--- src/rtl/imem_loader_if.sv ---
// Boot-loader bus: control, instruction stream handshake and imem write port.
interface imem_loader_if;
  logic        start;
  logic        in_valid;
  logic [15:0] in_data;
  logic        in_last;
  logic        in_ready;
  logic        imem_we;
  logic [15:0] imem_addr;
  logic [15:0] imem_wdata;
  logic        cpu_rst;
  logic        done;
  logic        error;
  logic [15:0] word_count;

  modport slave (
    input  start, in_valid, in_data, in_last,
    output in_ready, imem_we, imem_addr, imem_wdata, cpu_rst, done, error, word_count
  );

  modport master (
    output start, in_valid, in_data, in_last,
    input  in_ready, imem_we, imem_addr, imem_wdata, cpu_rst, done, error, word_count
  );
endinterface

--- src/rtl/imem_loader.sv ---
// Streams 16-bit instruction words into imem at halfword addresses and holds
// the core in reset until the image is loaded plus a fixed drain interval.
module imem_loader #(
  parameter int unsigned DEPTH          = 256,
  parameter int unsigned RELEASE_CYCLES = 4
) (
  input  logic          clk,
  input  logic          rst,
  imem_loader_if.slave  bus
);
  localparam int unsigned IDX_W = (DEPTH > 1) ? $clog2(DEPTH) : 1;
  localparam int unsigned CNT_W = (RELEASE_CYCLES > 1) ? $clog2(RELEASE_CYCLES) : 1;

  typedef enum logic [2:0] {
    ST_IDLE,
    ST_LOAD,
    ST_HOLD,
    ST_RUN,
    ST_ERROR
  } state_t;

  state_t             state_q, state_d;
  logic [IDX_W-1:0]   idx_q, idx_d;
  logic [CNT_W-1:0]   cnt_q, cnt_d;
  logic [15:0]        word_count_q, word_count_d;
  logic               imem_we_q, imem_we_d;
  logic [15:0]        imem_addr_q, imem_addr_d;
  logic [15:0]        imem_wdata_q, imem_wdata_d;
  logic               in_ready_q, in_ready_d;
  logic               cpu_rst_q, cpu_rst_d;
  logic               done_q, done_d;
  logic               error_q, error_d;
  logic               xfer;

  always_comb begin
    state_d      = state_q;
    idx_d        = idx_q;
    cnt_d        = cnt_q;
    word_count_d = word_count_q;
    imem_we_d    = 1'b0;
    imem_addr_d  = imem_addr_q;
    imem_wdata_d = imem_wdata_q;
    xfer         = bus.in_valid & in_ready_q;

    // start wins over any coincident transfer, which is dropped uncounted
    if (bus.start) begin
      state_d      = ST_LOAD;
      idx_d        = '0;
      word_count_d = '0;
    end else begin
      case (state_q)
        ST_LOAD: begin
          if (xfer) begin
            imem_we_d    = 1'b1;
            imem_addr_d  = 16'({idx_q, 1'b0});
            imem_wdata_d = bus.in_data;
            idx_d        = idx_q + 1'b1;
            word_count_d = word_count_q + 16'd1;
            if (bus.in_last) begin
              state_d = ST_HOLD;
              cnt_d   = CNT_W'(RELEASE_CYCLES - 1);
            end else if (idx_q == IDX_W'(DEPTH - 1)) begin
              state_d = ST_ERROR;
            end
          end
        end
        ST_HOLD: begin
          if (cnt_q == '0) state_d = ST_RUN;
          else             cnt_d   = cnt_q - 1'b1;
        end
        default: ;
      endcase
    end

    // Outputs decode the next state so they are registered yet aligned with it
    in_ready_d = (state_d == ST_LOAD);
    cpu_rst_d  = (state_d != ST_RUN);
    done_d     = (state_d == ST_RUN);
    error_d    = (state_d == ST_ERROR);
  end

  always_ff @(posedge clk) begin
    if (rst) begin
      state_q      <= ST_IDLE;
      idx_q        <= '0;
      cnt_q        <= '0;
      word_count_q <= '0;
      imem_we_q    <= 1'b0;
      imem_addr_q  <= '0;
      imem_wdata_q <= '0;
      in_ready_q   <= 1'b0;
      cpu_rst_q    <= 1'b1;
      done_q       <= 1'b0;
      error_q      <= 1'b0;
    end else begin
      state_q      <= state_d;
      idx_q        <= idx_d;
      cnt_q        <= cnt_d;
      word_count_q <= word_count_d;
      imem_we_q    <= imem_we_d;
      imem_addr_q  <= imem_addr_d;
      imem_wdata_q <= imem_wdata_d;
      in_ready_q   <= in_ready_d;
      cpu_rst_q    <= cpu_rst_d;
      done_q       <= done_d;
      error_q      <= error_d;
    end
  end

  assign bus.in_ready   = in_ready_q;
  assign bus.imem_we    = imem_we_q;
  assign bus.imem_addr  = imem_addr_q;
  assign bus.imem_wdata = imem_wdata_q;
  assign bus.cpu_rst    = cpu_rst_q;
  assign bus.done       = done_q;
  assign bus.error      = error_q;
  assign bus.word_count = word_count_q;
endmodule
--- src/flat_wrapper.sv ---
// flat-port wrapper written by rule: the top's interface ports become plain ports
module imem_loader_flat 
#(
  parameter int unsigned DEPTH          = 256,
  parameter int unsigned RELEASE_CYCLES = 4
)
  (clk, rst, bus_start, bus_in_valid, bus_in_data, bus_in_last, bus_in_ready, bus_imem_we, bus_imem_addr, bus_imem_wdata, bus_cpu_rst, bus_done, bus_error, bus_word_count);
  imem_loader_if bus_i ();
  input  logic clk;
  input  logic rst;
  input wire logic [$bits(bus_i.start)-1:0] bus_start;
  input wire logic [$bits(bus_i.in_valid)-1:0] bus_in_valid;
  input wire logic [$bits(bus_i.in_data)-1:0] bus_in_data;
  input wire logic [$bits(bus_i.in_last)-1:0] bus_in_last;
  output wire logic [$bits(bus_i.in_ready)-1:0] bus_in_ready;
  output wire logic [$bits(bus_i.imem_we)-1:0] bus_imem_we;
  output wire logic [$bits(bus_i.imem_addr)-1:0] bus_imem_addr;
  output wire logic [$bits(bus_i.imem_wdata)-1:0] bus_imem_wdata;
  output wire logic [$bits(bus_i.cpu_rst)-1:0] bus_cpu_rst;
  output wire logic [$bits(bus_i.done)-1:0] bus_done;
  output wire logic [$bits(bus_i.error)-1:0] bus_error;
  output wire logic [$bits(bus_i.word_count)-1:0] bus_word_count;
  assign bus_i.start = bus_start;
  assign bus_i.in_valid = bus_in_valid;
  assign bus_i.in_data = bus_in_data;
  assign bus_i.in_last = bus_in_last;
  assign bus_in_ready = bus_i.in_ready;
  assign bus_imem_we = bus_i.imem_we;
  assign bus_imem_addr = bus_i.imem_addr;
  assign bus_imem_wdata = bus_i.imem_wdata;
  assign bus_cpu_rst = bus_i.cpu_rst;
  assign bus_done = bus_i.done;
  assign bus_error = bus_i.error;
  assign bus_word_count = bus_i.word_count;
  imem_loader #(.DEPTH(DEPTH), .RELEASE_CYCLES(RELEASE_CYCLES)) u_core (.clk(clk), .rst(rst), .bus(bus_i));
endmodule
--- config.mk ---
export PLATFORM = sky130hd
export DESIGN_NAME = imem_loader_flat
export DESIGN_NICKNAME = d
export VERILOG_FILES = /design/src/rtl/imem_loader_if.sv /design/src/rtl/imem_loader.sv /design/src/flat_wrapper.sv
export SDC_FILE = /design/constraint.sdc
export NUM_CORES = 1
export LEC_CHECK = 0
export CAP_MARGIN = 0
export CORE_ASPECT_RATIO = 0.9
export CORE_MARGIN = 10
export CORE_UTILIZATION = 40
export CTS_BUF_LIST = sky130_fd_sc_hd__clkbuf_4 sky130_fd_sc_hd__clkbuf_8
export DETAILED_ROUTE_END_ITERATION = 8
export PLACE_DENSITY = 0.7
export SYNTH_ARGS = -nofsm -noshare
export SYNTH_HDL_FRONTEND = slang
export SYNTH_SLANG_ARGS = --single-unit
--- constraint.sdc ---
create_clock -name clk -period 2.22 [get_ports clk]
set_input_delay 0.666 -clock clk [delete_from_list [all_inputs] [get_ports clk]]
set_output_delay 0.666 -clock clk [all_outputs]
set_load 0.01 [all_outputs]
==> results.json, run 1 <==
{
  "synthFlopType": "dfxtp_1",
  "fp.dieH_um": 94.3,
  "start_util": 0.421,
  "worst_slack_ns": 0.181,
  "ys_warn_count": 0,
  "crit_path_max_incr_delay_ns": 0.59,
  "grt_pass1_vias": 2118,
  "multiInputGateArea_sq_mm": 0.00117,
  "critPathSlowestCell": "clkdlybuf4s50_1",
  "drt_iter0_drc": 94,
  "synthCells": 293,
  "cts_buffer_depth": 2,
  "clock_latency_ns": 0.34,
  "worstSetupEndpointType": "output pin",
  "outcome": "finished, final reports clean",
  "drc": 0,
  "peakVddDrop_v": 0.000521,
  "p_leak_nw": 1.24,
  "synth.avg_cell_area_sq_um": 8.37,
  "final_cells": 452,
  "cts.sinks": 58,
  "rows": 26,
  "post-place-cells": 436,
  "fill_cells": 526,
  "antenna_found_initial": 0,
  "rsz0062_at_grt": "false",
  "synth.distinct_cells": 41,
  "powerDensity_mw_per_mm2": 647,
  "synth_edf_count": 0,
  "antenna_cells": 0,
  "synth_top_area_cell": "dfxtp_1",
  "hpwl_um": 4760,
  "fin_crit_sh": 0.918,
  "coreArea_sq_mm": 0.00582,
  "post_cts_buffers": 0,
  "cts_tree": "done",
  "hold_viol_final": 0,
  "synthArstFlopShare": 0,
  "worst-setup-path-type": "reg -> out",
  "num_io_pins": 74,
  "cts_resized": 0,
  "regArea_sq_mm": 0.00116,
  "maxCapViolCount": 0,
  "firstDrtPassIters": 4,
  "path_cells": "clkdlybuf4s50_1",
  "grt_util_all_layers": 0.133,
  "final_nets": 401,
  "numCtsBuffers": 9,
  "final_util": 0.602,
  "report.final.slew_viol_count": 0,
  "gr-total-overflow": 0,
  "worst_pin_slew_ns": 0.520,
  "cts-root-buf": "clkbuf_8",
  "crit_fanout": 7,
  "yosys-top-cells-area": "dfxtp_1 (47%), nand2_1 (9.8%), a21oi_1 (6.3%)",
  "setup_viol": 0,
  "crit_family": "buffers and inverters",
  "drive_above_1_share": 0.115,
  "arrival_ns": 1.37,
  "required_ns": 1.55,
  "place_ws_ns": -0.152,
  "grt_max_degree": 26,
  "seq_area_frac_synth": 0.474,
  "p_total_mw": 2.27,
  "yosysTopAreaCellShare": 0.474,
  "die_x_um": 103,
  "place.gp.congestion": 0.835,
  "postPlaceCellArea_sq_mm": 0.00329,
  "start_kind": "flip-flop",
  "antenna_left": 0,
  "drt-vias-per-instance": 5.01,
  "hold_path_class": "reg -> reg",
  "crit_buf_inv": 1,
  "htree_num_levels": 3,
  "routedWlPerCell_um": 13.9,
  "yosys_register_bits": 58,
  "cts_hold_buf": 0,
  "grt_pass1_wl_um": 10300,
  "finalCriticalPeriod_ns": 2.04,
  "clk_pin_slew_ns": 0.07,
  "wl_um": 6280,
  "slew-limit-headroom": 0.651,
  "portBuffers": 65,
  "vias": 2263,
  "design_area_sq_mm": 0.00350,
  "synth_area_sq_mm": 0.00245,
  "clock-skew-final_ns": 0.00806,
  "die_area_sq_mm": 0.00966,
  "clock.fmax_mhz": 490,
  "synthToLayoutAreaGrowth_pct": 43.0
}
final cells by class:
type	instances	area share
Clock buffer	9	0.0353
Clock inverter	7	0.0268
Inverter	4	0.00428
Multi-Input combinational cell	216	0.335
Sequential cell	58	0.331
Tap cell	70	0.0250
Timing Repair Buffer	88	0.242
metrics by stage:
step,hold slack (ns),setup TNS (ns)
5_1_grt,0.469,0
3_5_place_dp,0.445,-0.857
6_report,0.453,0
3_3_place_gp,0.442,-0.533
2_1_floorplan,0.440,0
4_1_cts,0.455,0
state kept, by name, summed over array words and instances (netlist names):
name and flops:
u_core.cnt_q 2, u_core.bus.imem_wdata 16, u_core.bus.done 1, u_core.bus.word_count 16
u_core.bus.imem_we 1, u_core.bus.imem_addr 8, u_core.bus.error 1, u_core.bus.cpu_rst 1
u_core.idx_q 8, u_core.bus.in_ready 1, u_core.state_q 3
cell families (layout without fill, tap and decap cells):
logic type | Yosys count | after routing | synth area share
xor+xnor | 13 | 13 | 0.0465
buf+inv | 26 | 108 | 0.0577
simple gates | 141 | 141 | 0.282
mux | 1 | 1 | 0.00408
compound gates | 50 | 50 | 0.119
fa+ha+maj | 3 | 3 | 0.0153
other cells | 1 | 8 | 0.00153
flops | 58 | 58 | 0.474
routing by layer:
metal  GRT usage  up-vias  part of all wire  routed length (um)
met5           0        -                 0                   0
met4      0.0528        0             0.015                  93
met3      0.0397        8             0.051                 323
met2       0.219       44              0.49                3090
met1       0.159     1052              0.44                2770
li1            -     1159                 -                   -
worst paths after layout:
check                          startpoint                       to  slack, ns  cells past startpoint
setup / recovery      u_core.bus.in_ready             bus_in_ready       0.18                      1
hold / removal    u_core.bus.imem_addr[4]  u_core.bus.imem_addr[4]       0.45                      2
setup reg to reg        u_core.state_q[1]       u_core.bus.cpu_rst       0.34                      4
hold reg to reg   u_core.bus.imem_addr[4]  u_core.bus.imem_addr[4]       0.45                      2
power by group:
part	switching, mW	internal (mW)	total, mW
combinational	0.0741	0.0812	0.155
sequential	0.00706	1.05	1.06
clock	0.427	0.629	1.06
total	0.509	1.76	2.27
cell usage in the layout (no fill, tap or decap), drive strengths merged, types with 3 or more instances in the layout:
cell / Yosys / routed
clkbuf: 8 / 9
nand4: 5 / 5
nor2b: 4 / 4
or4: 3 / 3
nor2: 23 / 23
dfxtp: 58 / 58
o21ai: 5 / 5
nand4b: 3 / 3
ha: 3 / 3
inv: 4 / 4
a21oi: 31 / 31
nand3: 7 / 7
xor2: 4 / 4
clkinv: 0 / 3
and3: 4 / 4
nor3: 4 / 4
or3: 5 / 5
xnor2: 9 / 9
and4: 4 / 4
buf: 14 / 23
nor4: 6 / 6
clkdlybuf4s50: 0 / 65
nand2: 64 / 64
conb: 1 / 8
cells in the mapped netlist, types with 4 or more instances:
cell type,instances
a21oi_1,31
xnor2_1,9
nor4_1,6
and3_1,4
buf_4,8
xor2_1,4
and4_1,4
nor2b_1,4
nand3_1,7
dfxtp_1,58
nand4_1,5
inv_1,4
buf_2,5
nor2_1,23
o21ai_0,5
or3_1,5
nand2_1,64
clkbuf_1,8
Note: power is estimated with default switching activity, not from simulation.
==> run 2, diff against run 1 <==
PLACE_DENSITY = 0.75   (was 0.7)
REMOVE_ABC_BUFFERS = 1   (was unset)
==> run 2 against run 1 <==
Critical path depth unchanged. Sequential power about the same. Clock power decreased by 7%. First-iteration DRC count down 8.5%. Worst hold slack gained 0.00092 ns. Via count up 0.97%. Clock-buffer cell count up 1. Flip-flop and latch count stayed put. Final cell count rose by 0.44%. Final area is essentially flat. Sequential share of layout area hardly changed. Routed wire length is 5.0% higher. Critical endpoint unchanged. Largest power group unchanged.
==> results.json, run 2 (same netlist as run 1, synthesis figures left out) <==
{
  "crit_fanout": 7,
  "start_util": 0.421,
  "reg2reg_slack_ns": 0.34,
  "maxCapViolCount": 0,
  "tns_ns": 0,
  "antenna_cells": 0,
  "drc": 0,
  "die_x_um": 103,
  "firstDrtPassIters": 4,
  "crit_path_max_incr_delay_ns": 0.59,
  "drt_iter0_drc": 86,
  "final_cells": 454,
  "p_total_mw": 2.20,
  "ff2ff_path_depth": 5,
  "numCtsBuffers": 9,
  "rsz0062_at_grt": "false",
  "grt_pass1_wl_um": 10500,
  "layout_common_cells": "clkdlybuf4s50_1 (65), nand2_1 (64), dfxtp_1 (58), a21oi_1 (31)",
  "crit_family": "buffers and inverters",
  "grt_max_degree": 26,
  "place_ws_ns": -0.141,
  "coreArea_sq_mm": 0.00582,
  "clock-skew-final_ns": 0.0119,
  "post_cts_buffers": 0,
  "cts_hold_buf": 0,
  "grt_util_all_layers": 0.135,
  "hpwl_um": 4990,
  "cts_tree": "done",
  "path_cells": "clkdlybuf4s50_1",
  "start_kind": "flip-flop",
  "hold_path_class": "reg -> reg",
  "drt-vias-per-instance": 5.03,
  "finalCriticalPeriod_ns": 2.04,
  "report.final.slew_viol_count": 0,
  "peakVddDrop_v": 0.000572,
  "rows": 26,
  "clock_latency_ns": 0.34,
  "hold_viol_final": 0,
  "grt_pass1_vias": 2157,
  "antenna_left": 0,
  "reg2reg_from": "u_core.state_q[2]",
  "layout_commonest_cell": "clkdlybuf4s50_1",
  "regArea_sq_mm": 0.00116,
  "worst_slack_ns": 0.180,
  "fp.dieH_um": 94.3,
  "fill_cells": 512,
  "crit_end": "bus_in_ready",
  "portBuffers": 65,
  "final_util": 0.602,
  "multiInputGateArea_sq_mm": 0.00117,
  "worst-path-stages": 1,
  "crit_buf_inv": 1,
  "post-place-cells": 438,
  "htree_num_levels": 3,
  "worstSetupEndpointType": "output pin",
  "clk_pin_slew_ns": 0.07,
  "num_io_pins": 74,
  "setup_viol": 0,
  "place.gp.congestion": 0.803,
  "clock.fmax_mhz": 490,
  "die_area_sq_mm": 0.00966,
  "synthToLayoutAreaGrowth_pct": 43.0,
  "powerDensity_mw_per_mm2": 627,
  "antenna_found_initial": 0,
  "cts_buffer_depth": 2,
  "required_ns": 1.55,
  "fin_crit_sh": 0.919,
  "wl_um": 6590,
  "final_nets": 403,
  "p_leak_nw": 1.24,
  "cts_resized": 0,
  "vias": 2285,
  "cp-startpoint": "u_core.bus.in_ready",
  "outcome": "finished, final reports clean",
  "drive_above_1_share": 0.120,
  "critPathSlowestCell": "clkdlybuf4s50_1",
  "cts-root-buf": "clkbuf_8",
  "cts.sinks": 58,
  "worst-setup-path-type": "reg -> out",
  "arrival_ns": 1.37,
  "gr-total-overflow": 0,
  "routedWlPerCell_um": 14.5,
  "rr_endpoint": "u_core.idx_q[7]"
}
## run 2: power breakdown
part	internal, mW	switching [mW]	leakage [nW]
registers	1.05	0.00667	0.468
logic	0.0830	0.0764	0.675
clock network	0.547	0.436	0.0945
## run 2: worst min path at each step
| stage | from | to | slack, ns | cells past startpoint |
|---|---|---|---|---|
| 4_1_cts | u_core.bus.imem_wdata[7] | u_core.bus.imem_wdata[7] | 0.46 | 2 |
| 3_3_place_gp | u_core.bus.imem_wdata[8] | u_core.bus.imem_wdata[8] | 0.44 | 2 |
| 3_5_place_dp | u_core.bus.imem_wdata[7] | u_core.bus.imem_wdata[7] | 0.45 | 2 |
| 6_report | u_core.bus.imem_addr[5] | u_core.bus.imem_addr[5] | 0.45 | 2 |
| 5_1_grt | u_core.bus.imem_wdata[1] | u_core.bus.imem_wdata[1] | 0.48 | 2 |
| 2_1_floorplan | u_core.cnt_q[1] | u_core.cnt_q[1] | 0.44 | 2 |
## run 2: cell type report
type | instances | area share
tap | 70 | 0.0250
timing repair buffer | 90 | 0.246
multi-input combinational | 216 | 0.335
clock buffer | 10 | 0.0393
clock inverter | 6 | 0.0189
sequential | 58 | 0.331
inverter | 4 | 0.00428
## run 2: metrics by stage
stage          hold WS (ns)  cell area (sq um)
4_1_cts               0.455               3510
2_1_floorplan         0.435               2350
3_5_place_dp          0.447               3300
5_1_grt               0.480               3510
6_report              0.454               3510
3_3_place_gp          0.442               3300
## run 2: layer usage
metal	wire, um	vias to the layer above	track usage	share of wire
li1	-	1168	-	-
met2	3300	39	0.227	0.50
met1	2920	1072	0.156	0.44
met4	79	0	0.0423	0.012
met5	0	-	0	0
met3	293	6	0.0508	0.044
==> run 3, diff against run 2 <==
CORE_ASPECT_RATIO = unset   (was 0.9)
PLACE_DENSITY = 0.7   (was 0.75)
SKIP_LAST_GASP = 1   (was unset)
==> run 3 against run 2 <==
Critical path depth rose by 4. Global-route usage fell by 0.29 points. Routed wire length fell by 2.8%. Clock-buffer cell count rose by 1. Final cell count rose by 0.88%. Worst hold slack got worse by 0.0042 ns. First-iteration DRC count rose by 15%. Clock skew fell by 0.0040 ns. Core utilization fell by 0.70 points. Maximum frequency rose by 0.18%. Die area barely moved. Critical endpoint is now u_core.bus.cpu_rst. Largest cell class unchanged. Largest power group is now the clock network. Highest routed layer unchanged.
==> results.json, run 3 (same netlist as run 1, synthesis figures left out) <==
{
  "outcome": "finished, final reports clean",
  "grt_util_all_layers": 0.133,
  "cts_tree": "done",
  "num_io_pins": 74,
  "firstDrtPassIters": 4,
  "postPlaceCellArea_sq_mm": 0.00330,
  "report.final.slew_viol_count": 0,
  "design_area_sq_mm": 0.00352,
  "maxCapViolCount": 0,
  "antenna_found_initial": 0,
  "p_total_mw": 2.30,
  "rows": 28,
  "start_kind": "input pin",
  "gr-total-overflow": 0,
  "p_leak_nw": 1.25,
  "final_nets": 402,
  "drt-vias-per-instance": 4.92,
  "rr_endpoint": "u_core.idx_q[7]",
  "hold_viol_final": 0,
  "portBuffers": 65,
  "rsz0062_at_grt": "false",
  "grt_pass1_wl_um": 10600,
  "fin_crit_sh": 0.917,
  "final_util": 0.595,
  "reg2reg_from": "u_core.state_q[2]",
  "clock_latency_ns": 0.33,
  "post_cts_buffers": 0,
  "ff2ff_path_depth": 5,
  "wl_um": 6410,
  "cts_hold_buf": 0,
  "required_ns": 2.42,
  "reg2reg_slack_ns": 0.36,
  "worst_hold_path.num_cells": 2,
  "drive_above_1_share": 0.117,
  "arrival_ns": 2.24,
  "regArea_sq_mm": 0.00116,
  "drc": 0,
  "clock.fmax_mhz": 491,
  "hold_end": "u_core.bus.imem_addr[5]",
  "clock-skew-final_ns": 0.00787,
  "drt_iter0_drc": 99,
  "cts-root-buf": "clkbuf_8",
  "grt_max_degree": 26,
  "fp.dieH_um": 98.3,
  "fill_cells": 534,
  "cts_buffer_depth": 2,
  "antenna_cells": 0,
  "path_cells": "clkdlybuf4s50_1 -> and3_1 -> a31oi_1 -> or2_2 -> or4_1",
  "powerDensity_mw_per_mm2": 653,
  "worst-setup-path-type": "in -> reg",
  "synthToLayoutAreaGrowth_pct": 43.7,
  "hpwl_um": 4690,
  "critPathSlowestCell": "clkdlybuf4s50_1",
  "peakVddDrop_v": 0.000386,
  "setup_viol": 0,
  "routedWlPerCell_um": 14.0,
  "antenna_left": 0,
  "crit_path_max_incr_delay_ns": 0.55,
  "min-delay-start": "u_core.bus.imem_addr[5]",
  "vias": 2255,
  "cts_resized": 0,
  "start_util": 0.414,
  "worstSetupEndpointType": "flip-flop",
  "layout_commonest_cell": "clkdlybuf4s50_1",
  "hold_path_class": "reg -> reg",
  "cts.sinks": 58,
  "multiInputGateArea_sq_mm": 0.00117,
  "grt_pass1_vias": 2169,
  "htree_num_levels": 3,
  "layout_common_cells": "clkdlybuf4s50_1 (65), nand2_1 (64), dfxtp_1 (58), a21oi_1 (31), nor2_1 (23)",
  "die_area_sq_mm": 0.00966,
  "place.gp.congestion": 0.789,
  "crit_fanout": 6,
  "clk_pin_slew_ns": 0.06,
  "numCtsBuffers": 9,
  "die_x_um": 98.3,
  "coreArea_sq_mm": 0.00592,
  "finalCriticalPeriod_ns": 2.04
}
[run 3: cell types whose count changed in the layout (fill, tap and decap cells not counted), sizes merged]
cell	change
buf	-1
bufinv	+1
clkbuf	+1
clkinvlp	-2
[run 3: power by group]
group	switching, mW	internal (mW)
clock	0.415	0.671
combinational	0.0753	0.0816
sequential	0.00651	1.05
total	0.497	1.80
[run 3: worst max path at each step]
stage,from,endpoint,slack [ns]
2_1_floorplan,u_core.state_q[0],u_core.bus.imem_addr[1],0.31
3_3_place_gp,bus_in_valid,u_core.bus.cpu_rst,-0.11
3_5_place_dp,bus_in_valid,u_core.bus.cpu_rst,-0.13
4_1_cts,u_core.bus.in_ready,bus_in_ready,0.18
5_1_grt,bus_in_valid,u_core.bus.cpu_rst,0.09
6_report,bus_in_valid,u_core.bus.cpu_rst,0.18
[run 3: final cells by class]
type	count	area share
repair buffers	89	0.243
flip-flops and latches	58	0.330
clock inverters	5	0.0220
inverters	4	0.00426
multi-input cells	216	0.333
clock buffers	11	0.0412
well taps	75	0.0266
[run 3: worst max-delay path, delay by kind of cell]
kind	cells	cell delay, ns
compound gates	1	0.09
buf+inv	1	0.55
simple gates	3	0.92
[run 3: metal layers]
layer	global-route usage	up-vias	part of all wire
met5	0	-	0
met4	0.0761	0	0.023
met3	0.0331	10	0.041
met2	0.210	38	0.47
met1	0.159	1044	0.46
li1	-	1163	-
[run 3: stage by stage]
stage	hold slack (ns)	instances	setup slack, ns	setup TNS [ns]
final	0.450	458	0.184	0
after global routing	0.471	458	0.0904	0
after CTS	0.454	458	0.184	0
after detailed placement	0.446	442	-0.134	-0.368
after global placement	0.442	442	-0.111	-0.223
after floorplan	0.435	278	0.310	0
